$ cat src/rtl/odd_even_sorter.sv
// Odd-even transposition sorter.
// Sorts N lanes of W bits over N compare-exchange phases, one phase per clock.
// A valid/ready handshake on each side; the result is held in DONE until the
// consumer takes it.

// Compare for one adjacent pair: swap is asserted when lo/hi are out of order.
module oe_cmp #(
   parameter int W       = 8,
   parameter bit SIGNED  = 1'b1,
   parameter bit DESCEND = 1'b0
) (
   input  logic [W-1:0] lo,
   input  logic [W-1:0] hi,
   output logic         swap
);

   logic gt;
   logic lt;

   generate
      if (SIGNED) begin : g_signed
         assign gt = $signed(lo) > $signed(hi);
         assign lt = $signed(lo) < $signed(hi);
      end else begin : g_unsigned
         assign gt = lo > hi;
         assign lt = lo < hi;
      end
   endgenerate

   // Equal values never swap, because both gt and lt are then low.
   assign swap = DESCEND ? lt : gt;

endmodule

// One lane's next value.
// The lane takes its upper neighbour, its lower neighbour, or keeps itself.
// The two take flags are never both set, because active pairs of a phase never
// overlap.
module oe_lane #(
   parameter int W = 8
) (
   input  logic [W-1:0] self_val,
   input  logic [W-1:0] up_val,
   input  logic [W-1:0] dn_val,
   input  logic         take_up,
   input  logic         take_dn,
   output logic [W-1:0] nxt_val
);

   // Select the new lane value for this phase.
   always_comb begin
      nxt_val = self_val;
      if (take_up)      nxt_val = up_val;
      else if (take_dn) nxt_val = dn_val;
   end

endmodule

module odd_even_sorter #(
   parameter int N       = 4,
   parameter int W       = 8,
   parameter bit SIGNED  = 1'b1,
   parameter bit DESCEND = 1'b0
) (
   input  logic           clk,
   input  logic           rst,
   input  logic           in_valid,
   output logic           in_ready,
   input  logic [N*W-1:0] in_data,
   output logic           out_valid,
   input  logic           out_ready,
   output logic [N*W-1:0] out_data,
   output logic           busy
);

   // One extra bit so the counter can reach N without wrapping.
   localparam int PW = $clog2(N) + 1;

   typedef enum logic [1:0] {IDLE, SORT, DONE} state_t;

   state_t              state;
   logic [PW-1:0]       phase;
   logic [N-1:0][W-1:0] arr;
   logic [N-1:0][W-1:0] nxt;
   logic [N-2:0]        swap;   // pair (k,k+1) is out of order
   logic [N-2:0]        act;    // pair (k,k+1) takes part in this phase
   logic [N-1:0]        take_up;
   logic [N-1:0]        take_dn;
   logic [N-1:0][W-1:0] up_val;
   logic [N-1:0][W-1:0] dn_val;

   // Pair comparators.
   // Even phases pair from lane 0; odd phases pair from lane 1.
   genvar k;
   generate
      for (k = 0; k < N-1; k++) begin : g_pair
         oe_cmp #(.W(W), .SIGNED(SIGNED), .DESCEND(DESCEND)) u_cmp (
            .lo   (arr[k]),
            .hi   (arr[k+1]),
            .swap (swap[k])
         );
         assign act[k] = (phase[0] == 1'(k % 2));
      end
   endgenerate

   // Neighbour wiring.
   // The end lanes have no partner on one side and are tied to hold.
   // An unpaired lane (N odd) simply sees both take flags low.
   genvar i;
   generate
      for (i = 0; i < N; i++) begin : g_lane
         if (i < N-1) begin : g_up
            assign take_up[i] = act[i] & swap[i];
            assign up_val[i]  = arr[i+1];
         end else begin : g_up_tie
            assign take_up[i] = 1'b0;
            assign up_val[i]  = arr[i];
         end
         if (i > 0) begin : g_dn
            assign take_dn[i] = act[i-1] & swap[i-1];
            assign dn_val[i]  = arr[i-1];
         end else begin : g_dn_tie
            assign take_dn[i] = 1'b0;
            assign dn_val[i]  = arr[i];
         end
         oe_lane #(.W(W)) u_lane (
            .self_val (arr[i]),
            .up_val   (up_val[i]),
            .dn_val   (dn_val[i]),
            .take_up  (take_up[i]),
            .take_dn  (take_dn[i]),
            .nxt_val  (nxt[i])
         );
      end
   endgenerate

   // out_data is driven straight from the working array.
   // It is therefore stable for as long as the FSM stays in DONE.
   assign out_data = arr;

   // Control FSM.
   // Handshake and status outputs are registered alongside the state.
   always_ff @(posedge clk or posedge rst) begin
      if (rst) begin
         state     <= IDLE;
         arr       <= '0;
         phase     <= '0;
         in_ready  <= 1'b1;
         out_valid <= 1'b0;
         busy      <= 1'b0;
      end else begin
         case (state)
            IDLE: begin
               if (in_valid) begin
                  arr      <= in_data;
                  phase    <= '0;
                  state    <= SORT;
                  in_ready <= 1'b0;
                  busy     <= 1'b1;
               end
            end
            SORT: begin
               arr   <= nxt;
               phase <= phase + 1'b1;
               if (phase == PW'(N-1)) begin
                  state     <= DONE;
                  busy      <= 1'b0;
                  out_valid <= 1'b1;
               end
            end
            DONE: begin
               // in_ready stays low here, so a reload can only happen after
               // the FSM is back in IDLE.
               if (out_ready) begin
                  state     <= IDLE;
                  out_valid <= 1'b0;
                  in_ready  <= 1'b1;
               end
            end
            default: begin
               state     <= IDLE;
               in_ready  <= 1'b1;
               out_valid <= 1'b0;
               busy      <= 1'b0;
            end
         endcase
      end
   end

endmodule

$ cat config.mk
export PLATFORM = sky130hd
export DESIGN_NAME = odd_even_sorter
export DESIGN_NICKNAME = d
export VERILOG_FILES = /design/src/rtl/odd_even_sorter.sv
export SDC_FILE = /design/constraint.sdc
export NUM_CORES = 1
export LEC_CHECK = 0
export BUFFER_PORTS_ARGS = -buffer_cell sky130_fd_sc_hd__buf_2
export CAP_MARGIN = 30
export CORE_MARGIN = 2
export CORE_UTILIZATION = 54
export DETAILED_ROUTE_END_ITERATION = 7
export GPL_ROUTABILITY_DRIVEN = 0
export PLACE_DENSITY = 0.84
export SLEW_MARGIN = 20
export SYNTH_ARGS = -nofsm -noshare
export SYNTH_HDL_FRONTEND = slang
export SYNTH_SLANG_ARGS = --single-unit
$ cat constraint.sdc
create_clock -name clk -period 2.9 [get_ports clk]
set_input_delay 0.435 -clock clk [delete_from_list [all_inputs] [get_ports clk]]
set_output_delay 0.435 -clock clk [all_outputs]
set_load 0.05 [all_outputs]
# ---- Word-level counts from Yosys, hierarchy flattened
# Cells that the tools add are included.
dict set report word_totals {
  regBits 40
  inputBits 36
  out_inout_bits 35
  wordCells 64
}
dict set report op_classes {
  n_addsub 1
  magnitude_cmp 3
  n_eq_ne 10
  mux 23
  n_bitwise 7
  n_reduce_logical 11
}
# op n
set ops {}
lappend ops {{$pmux 32 s2} 1}
lappend ops {{$mux 8} 6}
lappend ops {{$mux 32} 1}
lappend ops {{$gt 8x8->1} 3}
lappend ops {{$reduce_and 3->1} 8}
lappend ops {{$pmux 1 s3} 3}
lappend ops {{$mux 1} 6}
lappend ops {{$mux 2} 3}
lappend ops {{$ne 2x2->1 const B} 3}
lappend ops {{$ne 3x1->1 const B} 2}
lappend ops {{$pmux 2 s3} 1}
lappend ops {{$pmux 3 s2} 1}
lappend ops {{$ne 2x1->1 const B} 2}
lappend ops {{$not 1->1} 4}
lappend ops {{$add 3x1->3 const B} 1}
lappend ops {{$and 1x1->1} 3}
lappend ops {{$eq 3x2->1 const B} 1}
lappend ops {{$mux 3} 1}
lappend ops {{$eq 2x1->1 const B} 1}
lappend ops {{$eq 2x2->1 const B} 1}
lappend ops {{$logic_not 2->1} 1}
lappend ops {{$reduce_and 2->1} 1}
lappend ops {{$reduce_bool 2->1} 1}

# ---- Depth between registers and ports, before layout
# Gate-level depths: netlist (run 1).
dict set report depth {
  word_depth 5
  depth_mapped 9
  mapped_depth_nobuf 8
}

# ---- Cells and area by module
# Synthesis (run 1) repeated with hierarchy kept, for this count alone.
dict set report hier_totals {
  cells_unflattened 373
  area_unflattened_um2 3245.6
}
# mod instances cells_each area_each_um2
set modules_own_cells {}
lappend modules_own_cells {odd_even_sorter 1 179 1924.3}
lappend modules_own_cells {oe_lane 4 26 172.7}
lappend modules_own_cells {oe_cmp 3 30 210.2}

# ---- Least setup slack after synthesis (run 1)
# No wires, ideal clock.
dict set report synth_path {
  kind {register -> register}
  from {reg arr, in the netlist out_data[27]}
  to {reg arr, in the netlist out_data[16]}
  t_arrival_ns 2.716
  t_required_ns 2.820
  path_slack_ns 0.105
  path_stages_with_launch 10
  n_path_buf 1
  path_cell_list {dfrtp_1 inv_1 ha_1 a21o_1 a221o_1 a211oi_2 mux2_2 buf_6 a31oi_4 mux2i_1}
}
dict set report synth_between {
  elab_chain_cells 4
  word_cells_on_any_way 6
}
# element line
set synth_rtl {}
lappend synth_rtl {{start: declaration} 83} ;# logic [N-1:0][W-1:0] arr;
lappend synth_rtl {{start signal: assignment} 155} ;# arr <= in_data;
lappend synth_rtl {{start signal: assignment} 163} ;# arr <= nxt;
lappend synth_rtl {{$gt 8x8->1 (*)} 22} ;# assign gt = $signed(lo) > $signed(hi);
lappend synth_rtl {{$and 1x1->1 (*)} 113} ;# assign take_up[i] = act[i] & swap[i];
lappend synth_rtl {{$ne 3x1->1 (no line) or $mux 8 (tied branches)} -}
lappend synth_rtl {{$reduce_and 3->1 (no line) or $pmux 32 s2 (tied branches)} -}
# Mark *: on every way between the ends. The rest lies on a longest branch, timed or not.
# A chain may end at the register's enable or synchronous reset.

# ---- Worst setup path after layout (run 1)
# Same ends and word-level chain as after synthesis.

==> metrics.md, run 1 <==
| Metric | Value |
|---|---|
| Outcome | finished, final reports clean |
| Maximum clock rate | 0.375 GHz |
| Syn avg cell area | approximately 10 um2 |
| CTS root buffer | clkbuf_8 |
| Final nets | between 400 and 500 |
| Critical path arrival | about 2.9 ns |
| Die width | around 76 um |
| Port bufs | 70 |
| CTS clk-pin slew, worst paths | roughly 0.070 ns |
| Fin crit share | between 90% and 100% |
| Detailed router's first-iteration violation count | 172 |
| Drc violations | 0 |
| CP Launch Point | out_data[27] |
| Via density | roughly 5.8 |
| Final Hold Fails | 0 |
| Post-route ant nets | 0 |
| I/O Pins | 71 |
| Crit-path max FO | 10 |
| TritonCTS Buffers | 5 |
| FF-to-FF setup slack | about 0.24 ns |
| Post-Syn Area | about 0.0028 mm2 |
| Crit end category | flop |
| Die Ht | approximately 76 um |
| Reg2Reg Capture Point | out_data[16] |
| Max_slew headroom | 38.2% |
| DR WL/cell | ~16 um |
| Row cnt | 26 |
| Routed WL | slightly below 7000 um |
| Slew Viols, Final | 0 |
| Post-CTS Setup Inserts | 0 |
| R2R depth | 8 |
| Wire length of the first global-routing pass | 11600 um |
| Post-synthesis cell count | 280 |
| Worst Skew | around 0.0051 ns |
| Synth-to-Final Area Change | 18.2% |
| Maximum clock insertion buffer count | 2 |
| Post-CTS Resized | 0 |
| Die area | between 0.005 and 0.006 mm2 |
| Clk_lat worst skew | 0.29 ns |
| TritonCTS Sinks | 40 |
| Placed Cells | 415 |
| Syn Nets | 342 |
| Filler instances | approximately 430 |
| Count of cell types in the netlist | 45 |
| Setup violators final | 0 |
| Largest net degree at the start of global routing | 28 |
| Starting density of the core | between 50% and 60% |
| Number of synthesized register bits | 40 |
| Htree depth | 2 |
| CTS Hold Bufs | 0 |
| Startpoint types | flop |
| Core area | between 0.005 and 0.006 mm2 |
| Total GRT Usage | 24.8% |
| Initial antenna violation count | 0 |
| Sequential share of the synthesized area | between 30% and 40% |
| Max-Cap Viols | 0 |
| Setup TNS | 0 ns |
| GR Overflow Total | 0 |
| FF-to-FF Start | out_data[27] |
| Slew @ Worst Pin | between 0.9 and 1 ns |
| Antenna diode instance count | 0 |
| Drt pass-1 iters | 4 |
| HPWL Detailed | 5490 um |
| Critical Path RT | approximately 3.1 ns |
| End of the critical path | out_data[16] |
| CP Class | flop to flop |
| Ys Warns | 0 |
| RSZ-0062 raised after global routing | false |
| Via count | around 2400 |
| Vias in the first global route | 2359 |
| CTS tree | done |
| Layout cells sized above 1 | between 20% and 30% |
| Finished Layout Cells | roughly 420 |
| Min-Delay Path Class | primary input to asynchronous set/reset pin |
| Crit path time final | ~2.7 ns |
-- cells by family (layout without fill, tap and decap cells) --
kind of cell,after synthesis,after routing,synth area share [%]
compound gates,81,81,24.0
fa+ha+maj,26,26,11.6
buf+inv,45,118,6.68
flops,40,40,35.7
mux,25,25,10.2
simple gates,63,63,11.9
-- routing by layer --
| metal | global-route usage, % | share of wire (%) | wire, um |
|---|---|---|---|
| met5 | 0 | 0 | 0 |
| met4 | 5.45 | 0.95 | 65 |
| met3 | 5.09 | 7.3 | 501 |
| met2 | 39.4 | 47 | 3220 |
| met1 | 35.4 | 45 | 3080 |
-- critical path: stages, from the launching register on --
cell,delay (ns)
dfrtp_1,0.39
inv_1,0.06
ha_1,0.28
a21o_1,0.19
a221o_1,0.35
a211oi_2,0.23
mux2_2,0.46
a31oi_4,0.37
mux2i_1,0.24
-- final cells by class --
type	instances	area (um2)	area share, %
repair buffers	78	410	12.4
clock buffers	8	80.1	2.41
multi-input cells	195	1620	48.8
well taps	70	87.6	2.64
flip-flops and latches	40	1000	30.2
inverters	32	120	3.62
-- cells in the final DEF, fill, tap and decap left out, types with 10 or more instances in the layout --
master,count
inv_1,32
buf_2,70
a21o_1,11
o22ai_1,10
a221oi_1,16
and2_1,18
ha_1,26
mux2i_1,17
dfrtp_1,39
nor2_1,17
-- cell usage after synthesis (all sizes together) --
library cell	number	area, um2
a2111oi	9	97.6
a211o	1	8.76
a211oi	1	12.5
a21o	12	91.3
a21oi	10	65.1
a221o	1	10.0
a221oi	16	140
a22o	1	8.76
a22oi	1	7.51
a2bb2oi	8	70.1
a31oi	2	42.5
a41oi	1	8.76
and2	18	113
and3	1	6.26
and4	1	8.76
buf	5	37.5
clkbuf	8	30.0
dfrtp	39	976
dfstp	1	26.3
ha	26	325
inv	32	120
mux2	8	116
mux2i	17	170
nand2	8	30.0
nand2b	3	18.8
nand3	6	30.0
nand4	3	25.0
nor2	17	63.8
nor2b	1	6.26
nor3	1	5.00
o2111ai	1	8.76
o211a	1	10.0
o21ai	6	30.0
o22ai	10	62.6
or2	1	6.26
or3	2	12.5
or3b	1	8.76
-- stage by stage --
stage                     cell area [um2]  setup WS (ns)  hold WS [ns]  util [%]
after floorplan                      2810          0.105         0.480         -
after global placement               3240          0.342         0.424      63.9
after detailed placement             3240          0.248         0.429      63.9
after CTS                            3320          0.226         0.115      65.4
after global routing                 3320         0.0883         0.136      65.4
final                                3320          0.237         0.104      65.4
-- sequential cells by signal, summed over array words and instances (netlist names) --
register and flops:
out_valid 1, phase 3, in_ready 1, out_data 32, state 2, busy 1
-- worst min path at each step --
stage	startpoint	to	slack [ns]	cells after the start
after CTS	rst	phase[0]	0.12	2
after global routing	rst	out_data[25]	0.14	2
final	rst	out_data[31]	0.10	2
after detailed placement	rst	phase[0]	0.43	2
after floorplan	phase[1]	phase[1]	0.48	1
after global placement	rst	phase[0]	0.42	2
Power of run 1 is not shown: default switching activity piles up to over one toggle a cycle in this logic, so the estimate is an artifact.
==> inputs of run 2 (changes only) <==
--- a/config.mk
+++ b/config.mk
@@ -7,7 +7,7 @@
 export LEC_CHECK = 0
 export BUFFER_PORTS_ARGS = -buffer_cell sky130_fd_sc_hd__buf_2
 export CAP_MARGIN = 30
-export CORE_MARGIN = 2
+export CORE_MARGIN = 8
 export CORE_UTILIZATION = 54
 export DETAILED_ROUTE_END_ITERATION = 7
 export GPL_ROUTABILITY_DRIVEN = 0
@@ -16,3 +16,4 @@
 export SYNTH_ARGS = -nofsm -noshare
 export SYNTH_HDL_FRONTEND = slang
 export SYNTH_SLANG_ARGS = --single-unit
+export TNS_END_PERCENT = 1
==> metrics.md, run 2 (synthesis results as in run 1) <==
| Metric | Value |
|---|---|
| Die area | 0.00777 mm2 (+34%) |
| CTS clk-pin slew, worst paths | 0.08 ns (about the same) |
| Post-route setup slack | 0.226 ns (-0.0110 ns) |
| Drt pass-1 iters | 5 (+1) |
| Routed WL | 7500 um (+9.2%) |
| Crit-path max FO | 10 (unchanged) |
| Largest net degree at the start of global routing | 27 (-3.6%) |
| RSZ-0062 raised after global routing | false |
| Finished layout cell area | 0.00338 mm2 (+1.7%) |
| Post-CTS Resized | 0 (unchanged) |
| Total GRT Usage | 20.3% (-4.5 points) |
| Core area | 0.00507 mm2 (unchanged) |
| Critical path, cell by cell | inv_1 -> ha_1 -> a21o_1 -> a221o_1 -> a211oi_2 -> mux2_2 -> a31oi_4 -> mux2i_1 |
| Clk_lat worst skew | 0.29 ns (about the same) |
| Most frequent cells in the layout | buf_2 (70), dfrtp_1 (39), inv_1 (32) |
| Vias in the first global route | 2526 (+7.1%) |
| I/O Pins | 71 (unchanged) |
| CTS tree | done |
| Die width | 88.1 um (+16%) |
| Synth-to-Final Area Change | 20.2% |
| Fin crit share | 92.2% (+0.38 points) |
| TritonCTS Sinks | 40 (unchanged) |
| Wire length of the first global-routing pass | 12300 um (+6.3%) |
| Cell Area, Placed | 0.00324 mm2 (unchanged) |
| Crit path time final | 2.67 ns (+0.0110 ns) |
| Row cnt | 26 (unchanged) |
| Max-Cap Viols | 0 (unchanged) |
| Starting density of the core | 55.4% (unchanged) |
| HPWL Detailed | 5990 um (+9.2%) |
| Max incr delay on CP | 0.47 ns (about the same) |
| Port bufs | 70 (unchanged) |
| CTS root buffer | clkbuf_8 |
| Slew @ Worst Pin | 0.901 ns (-0.0265 ns) |
| Htree depth | 2 (unchanged) |
| Antenna diode instance count | 0 (unchanged) |
| Startpoint types | flop |
| Maximum clock rate | 0.374 GHz (-0.41%) |
| Crit end category | flop |
| CP Class | flop to flop |
| Outcome | finished, final reports clean |
| DR WL/cell | 17.7 um (+8.9%) |
| Leading cell type in the layout, fill and taps excluded | buf_2 |
| Max reg flops | 32 (unchanged) |
| Max_slew headroom | 39.9% (+1.8 points) |
| Critical Path RT | 3.12 ns (about the same) |
| Layout cells sized above 1 | 29.4% (+0.77 points) |
| Drc violations | 0 (unchanged) |
| Setup violators final | 0 (unchanged) |
| Via count | 2525 (+3.2%) |
| Critical path arrival | 2.89 ns (+0.02 ns) |
| Hold Slack | 0.387 ns (+0.283 ns) |
| Maximum clock insertion buffer count | 2 (unchanged) |
| Worst Skew | 0.00505 ns (-0.0000314 ns) |
| Critical-path top delay cell | mux2_2 |
| Setup TNS | 0 ns (unchanged) |
| Pre-CTS setup slack | 0.211 ns (-0.0365 ns) |
| Final Hold Fails | 0 (unchanged) |
| Post-route ant nets | 0 (unchanged) |
| Slew Viols, Final | 0 (unchanged) |
| TritonCTS Buffers | 5 (unchanged) |
| Initial antenna violation count | 0 (unchanged) |
| Via density | 5.96 (+3.0%) |
| Detailed router's first-iteration violation count | 135 (-22%) |
| Final nets | 415 (+0.24%) |
| Die Ht | 88.1 um (+16%) |
| GR Overflow Total | 0 (unchanged) |
| Min-Delay Path Class | primary input to flop |
[run 2: through the flow]
step	util, %	cells
after CTS	66.5	424
after detailed placement	63.9	415
after floorplan	-	280
final	66.5	424
after global routing	66.5	424
after global placement	63.9	415
[run 2: final timing paths]
path / from / endpoint / slack, ns / cells past startpoint
worst max-delay path: out_data[27] / out_data[16] / 0.23 / 8
worst min-delay path: out_ready / in_ready / 0.39 / 3
worst max register to register: out_data[27] / out_data[16] / 0.23 / 8
worst min register to register: busy / busy / 0.52 / 1
max in group asynchronous: rst / in_ready / 1.87 / 4
min in group asynchronous: rst / phase[0] / 0.53 / 3
[run 2: timing repair]
item	in CTS	in global routing
hold buffers	1	0
buffers inserted	0	0
endpoints found under the hold margin	1	0
[run 2: critical path, delay by kind of cell, from the launching register on]
family / cells / cell delay (ns)
AO/OA/AOI/OAI: 4 / 1.13
flip-flops: 1 / 0.41
buffers and inverters: 1 / 0.06
adder cells (fa/ha/maj): 1 / 0.28
multiplexers: 2 / 0.72
[run 2: metal layers]
| metal | routed length, um | up-vias | global-route usage [%] |
|---|---|---|---|
| li1 | - | 1193 | - |
| met1 | 3350 | 1214 | 26.8 |
| met2 | 3460 | 107 | 32.6 |
| met3 | 577 | 11 | 3.94 |
| met4 | 104 | 0 | 6.14 |
| met5 | 0 | - | 0 |
[run 2: layout make-up]
cell class	instances	area [um2]
clock buffer	7	96.3
timing repair buffer	79	420
multi-input combinational	195	1620
clock inverter	1	30.0
sequential	40	1000
inverter	32	120
tap	70	87.6
fill	424	1700
Power of run 2 is left out for the same reason.
==> inputs of run 3 (changes only) <==
--- a/config.mk
+++ b/config.mk
@@ -8,10 +8,10 @@
 export BUFFER_PORTS_ARGS = -buffer_cell sky130_fd_sc_hd__buf_2
 export CAP_MARGIN = 30
 export CORE_MARGIN = 8
-export CORE_UTILIZATION = 54
+export CORE_UTILIZATION = 50
 export DETAILED_ROUTE_END_ITERATION = 7
 export GPL_ROUTABILITY_DRIVEN = 0
-export PLACE_DENSITY = 0.84
+export PLACE_DENSITY = 0.79
 export SLEW_MARGIN = 20
 export SYNTH_ARGS = -nofsm -noshare
 export SYNTH_HDL_FRONTEND = slang
==> constraint.sdc (replaced) <==
create_clock -name clk -period 2.6 [get_ports clk]
set_input_delay 0.39 -clock clk [delete_from_list [all_inputs] [get_ports clk]]
set_output_delay 0.39 -clock clk [all_outputs]
set_load 0.05 [all_outputs]
==> metrics.md, run 3 (synthesis results as in run 1) <==
| Metric | Value |
|---|---|
| Maximum clock insertion buffer count | 2 (unchanged) |
| FF-to-FF setup slack | 0.10 ns (-0.12 ns) |
| Die Ht | 91.0 um (+3.2%) |
| Setup violators final | 0 (unchanged) |
| Outcome | finished, final reports clean |
| Drt pass-1 iters | 4 (-1) |
| Crit path time final | 2.50 ns (-0.178 ns) |
| Met2 wirelength from detailed routing | 3500 um (+1.1%) |
| Critical Path RT | 2.82 ns (-0.30 ns) |
| Die width | 91.0 um (+3.2%) |
| Maximum clock rate | 0.401 GHz (+7.1%) |
| CTS tree | done |
| Pre-CTS setup slack | 0.0372 ns (-0.174 ns) |
| I/O Pins | 71 (unchanged) |
| Core area | 0.00547 mm2 (+7.8%) |
| Vias in the first global route | 2556 (+1.2%) |
| Die area | 0.00828 mm2 (+6.5%) |
| Drc violations | 0 (unchanged) |
| Slew @ Worst Pin | 0.714 ns (-0.187 ns) |
| CTS root buffer | clkbuf_8 |
| TritonCTS Buffers | 5 (unchanged) |
| Crit-path max FO | 5 (-5) |
| Post-Route M1 WL | 3480 um (+3.8%) |
| Post-route setup slack | 0.103 ns (-0.122 ns) |
| Detailed router's first-iteration violation count | 117 (-13%) |
| Worst Skew | 0.00808 ns (+0.00304 ns) |
| Antenna diode instance count | 0 (unchanged) |
| Via density | 5.78 (-2.9%) |
| Placed Cells | 419 (+0.96%) |
| Clk_lat worst skew | 0.30 ns (about the same) |
| Most frequent cells in the layout | buf_2 (70), inv_1 (32), dfrtp_1 (31) |
| HPWL Detailed | 5990 um (about the same) |
| Fin crit share | 96.0% (+3.8 points) |
| Post-route ant nets | 0 (unchanged) |
| Final nets | 417 (+0.48%) |
| CTS clk-pin slew, worst paths | 0.08 ns (about the same) |
| Max_slew headroom | 52.2% (+12 points) |
| GR Overflow Total | 0 (unchanged) |
| Critical path arrival | 2.72 ns (-0.17 ns) |
| DR WL/cell | 17.8 um (+0.59%) |
| Row cnt | 27 (+3.8%) |
| CP Class | flop to flop |
| Finished layout cell area | 0.00339 mm2 (+0.30%) |
| Cell Area, Placed | 0.00327 mm2 (+0.81%) |
| Starting density of the core | 51.3% (-4.0 points) |
| Leading cell type in the layout, fill and taps excluded | buf_2 |
| Total GRT Usage | 18.3% (-2.0 points) |
| Max reg flops | 32 (unchanged) |
| Reg2Reg Capture Point | out_data[21] |
| Via count | 2475 (-2.0%) |
| RSZ-0062 raised after global routing | false |
| Largest net degree at the start of global routing | 41 (+52%) |
| FF-to-FF Start | out_data[21] |
| TritonCTS Sinks | 40 (unchanged) |
| Hold Slack | 0.195 ns (-0.192 ns) |
| Slew Viols, Final | 0 (unchanged) |
| Initial antenna violation count | 0 (unchanged) |
| Crit end category | flop |
| Htree depth | 2 (unchanged) |
| Routed WL | 7610 um (+1.5%) |
| Wire length of the first global-routing pass | 12400 um (+0.84%) |
| Startpoint types | flop |
| Max-Cap Viols | 0 (unchanged) |
| Layout cells sized above 1 | 32.3% (+2.9 points) |
| Synth-to-Final Area Change | 20.5% |
| CP Launch Point | out_data[21] |
| R2R depth | 8 (unchanged) |
| Max layer used | met4 |
| Final Hold Fails | 0 (unchanged) |
| Finished Layout Cells | 428 (+0.94%) |
| Port bufs | 70 (unchanged) |
| End of the critical path | out_data[21] |
| Filler instances | 478 (+13%) |
| Min-Delay Path Class | primary input to asynchronous set/reset pin |
| Met3 WL | 551 um (-4.5%) |
==> run 3: worst min-delay path by stage <==
stage                endpoint  slack, ns      start  depth (start not counted)
global placement    out_valid       0.48  out_valid                          2
CTS                  state[1]       0.22        rst                          3
detailed placement       busy       0.50       busy                          1
floorplan            phase[1]       0.48   phase[1]                          1
finish               state[1]       0.20        rst                          3
global route         state[1]       0.26        rst                          3
==> run 3: what timing repair did <==
item	in CTS	in global routing
hold buffers	0	0
setup buffers	0	0
endpoints found under the hold margin	0	0
resized for setup	0	5
setup endpoints to repair	0	11
==> run 3: through the flow <==
stage | TNS, ns | util, %
floorplan | -0.532 | -
global placement | 0 | 59.7
detailed placement | 0 | 59.7
CTS | 0 | 61.3
global route | 0 | 61.9
finish | 0 | 61.9
==> run 3: layout make-up <==
type | instances | area [um2] | share of cell area (%)
Tap cell | 72 | 90.1 | 2.66
Sequential cell | 40 | 1010 | 29.9
Inverter | 32 | 120 | 3.55
Multi-Input combinational cell | 196 | 1650 | 48.6
Timing Repair Buffer | 80 | 429 | 12.7
Clock buffer | 8 | 90.1 | 2.66
==> run 3: worst max-delay path, cell delays in order (launching register included) <==
cell	delay [ns]
dfrtp_2	0.43
ha_1	0.33
and2_4	0.18
a221o_1	0.32
a211oi_2	0.28
mux2_4	0.38
a31oi_4	0.16
buf_4	0.16
mux2i_1	0.18
==> run 3: layer usage <==
layer | up-vias | global-route usage [%]
met3 | 9 | 4.94
met1 | 1183 | 24.3
met2 | 89 | 28.1
met4 | 0 | 6.41
met5 | - | 0
li1 | 1194 | -
Power of run 3 is left out for the same reason.
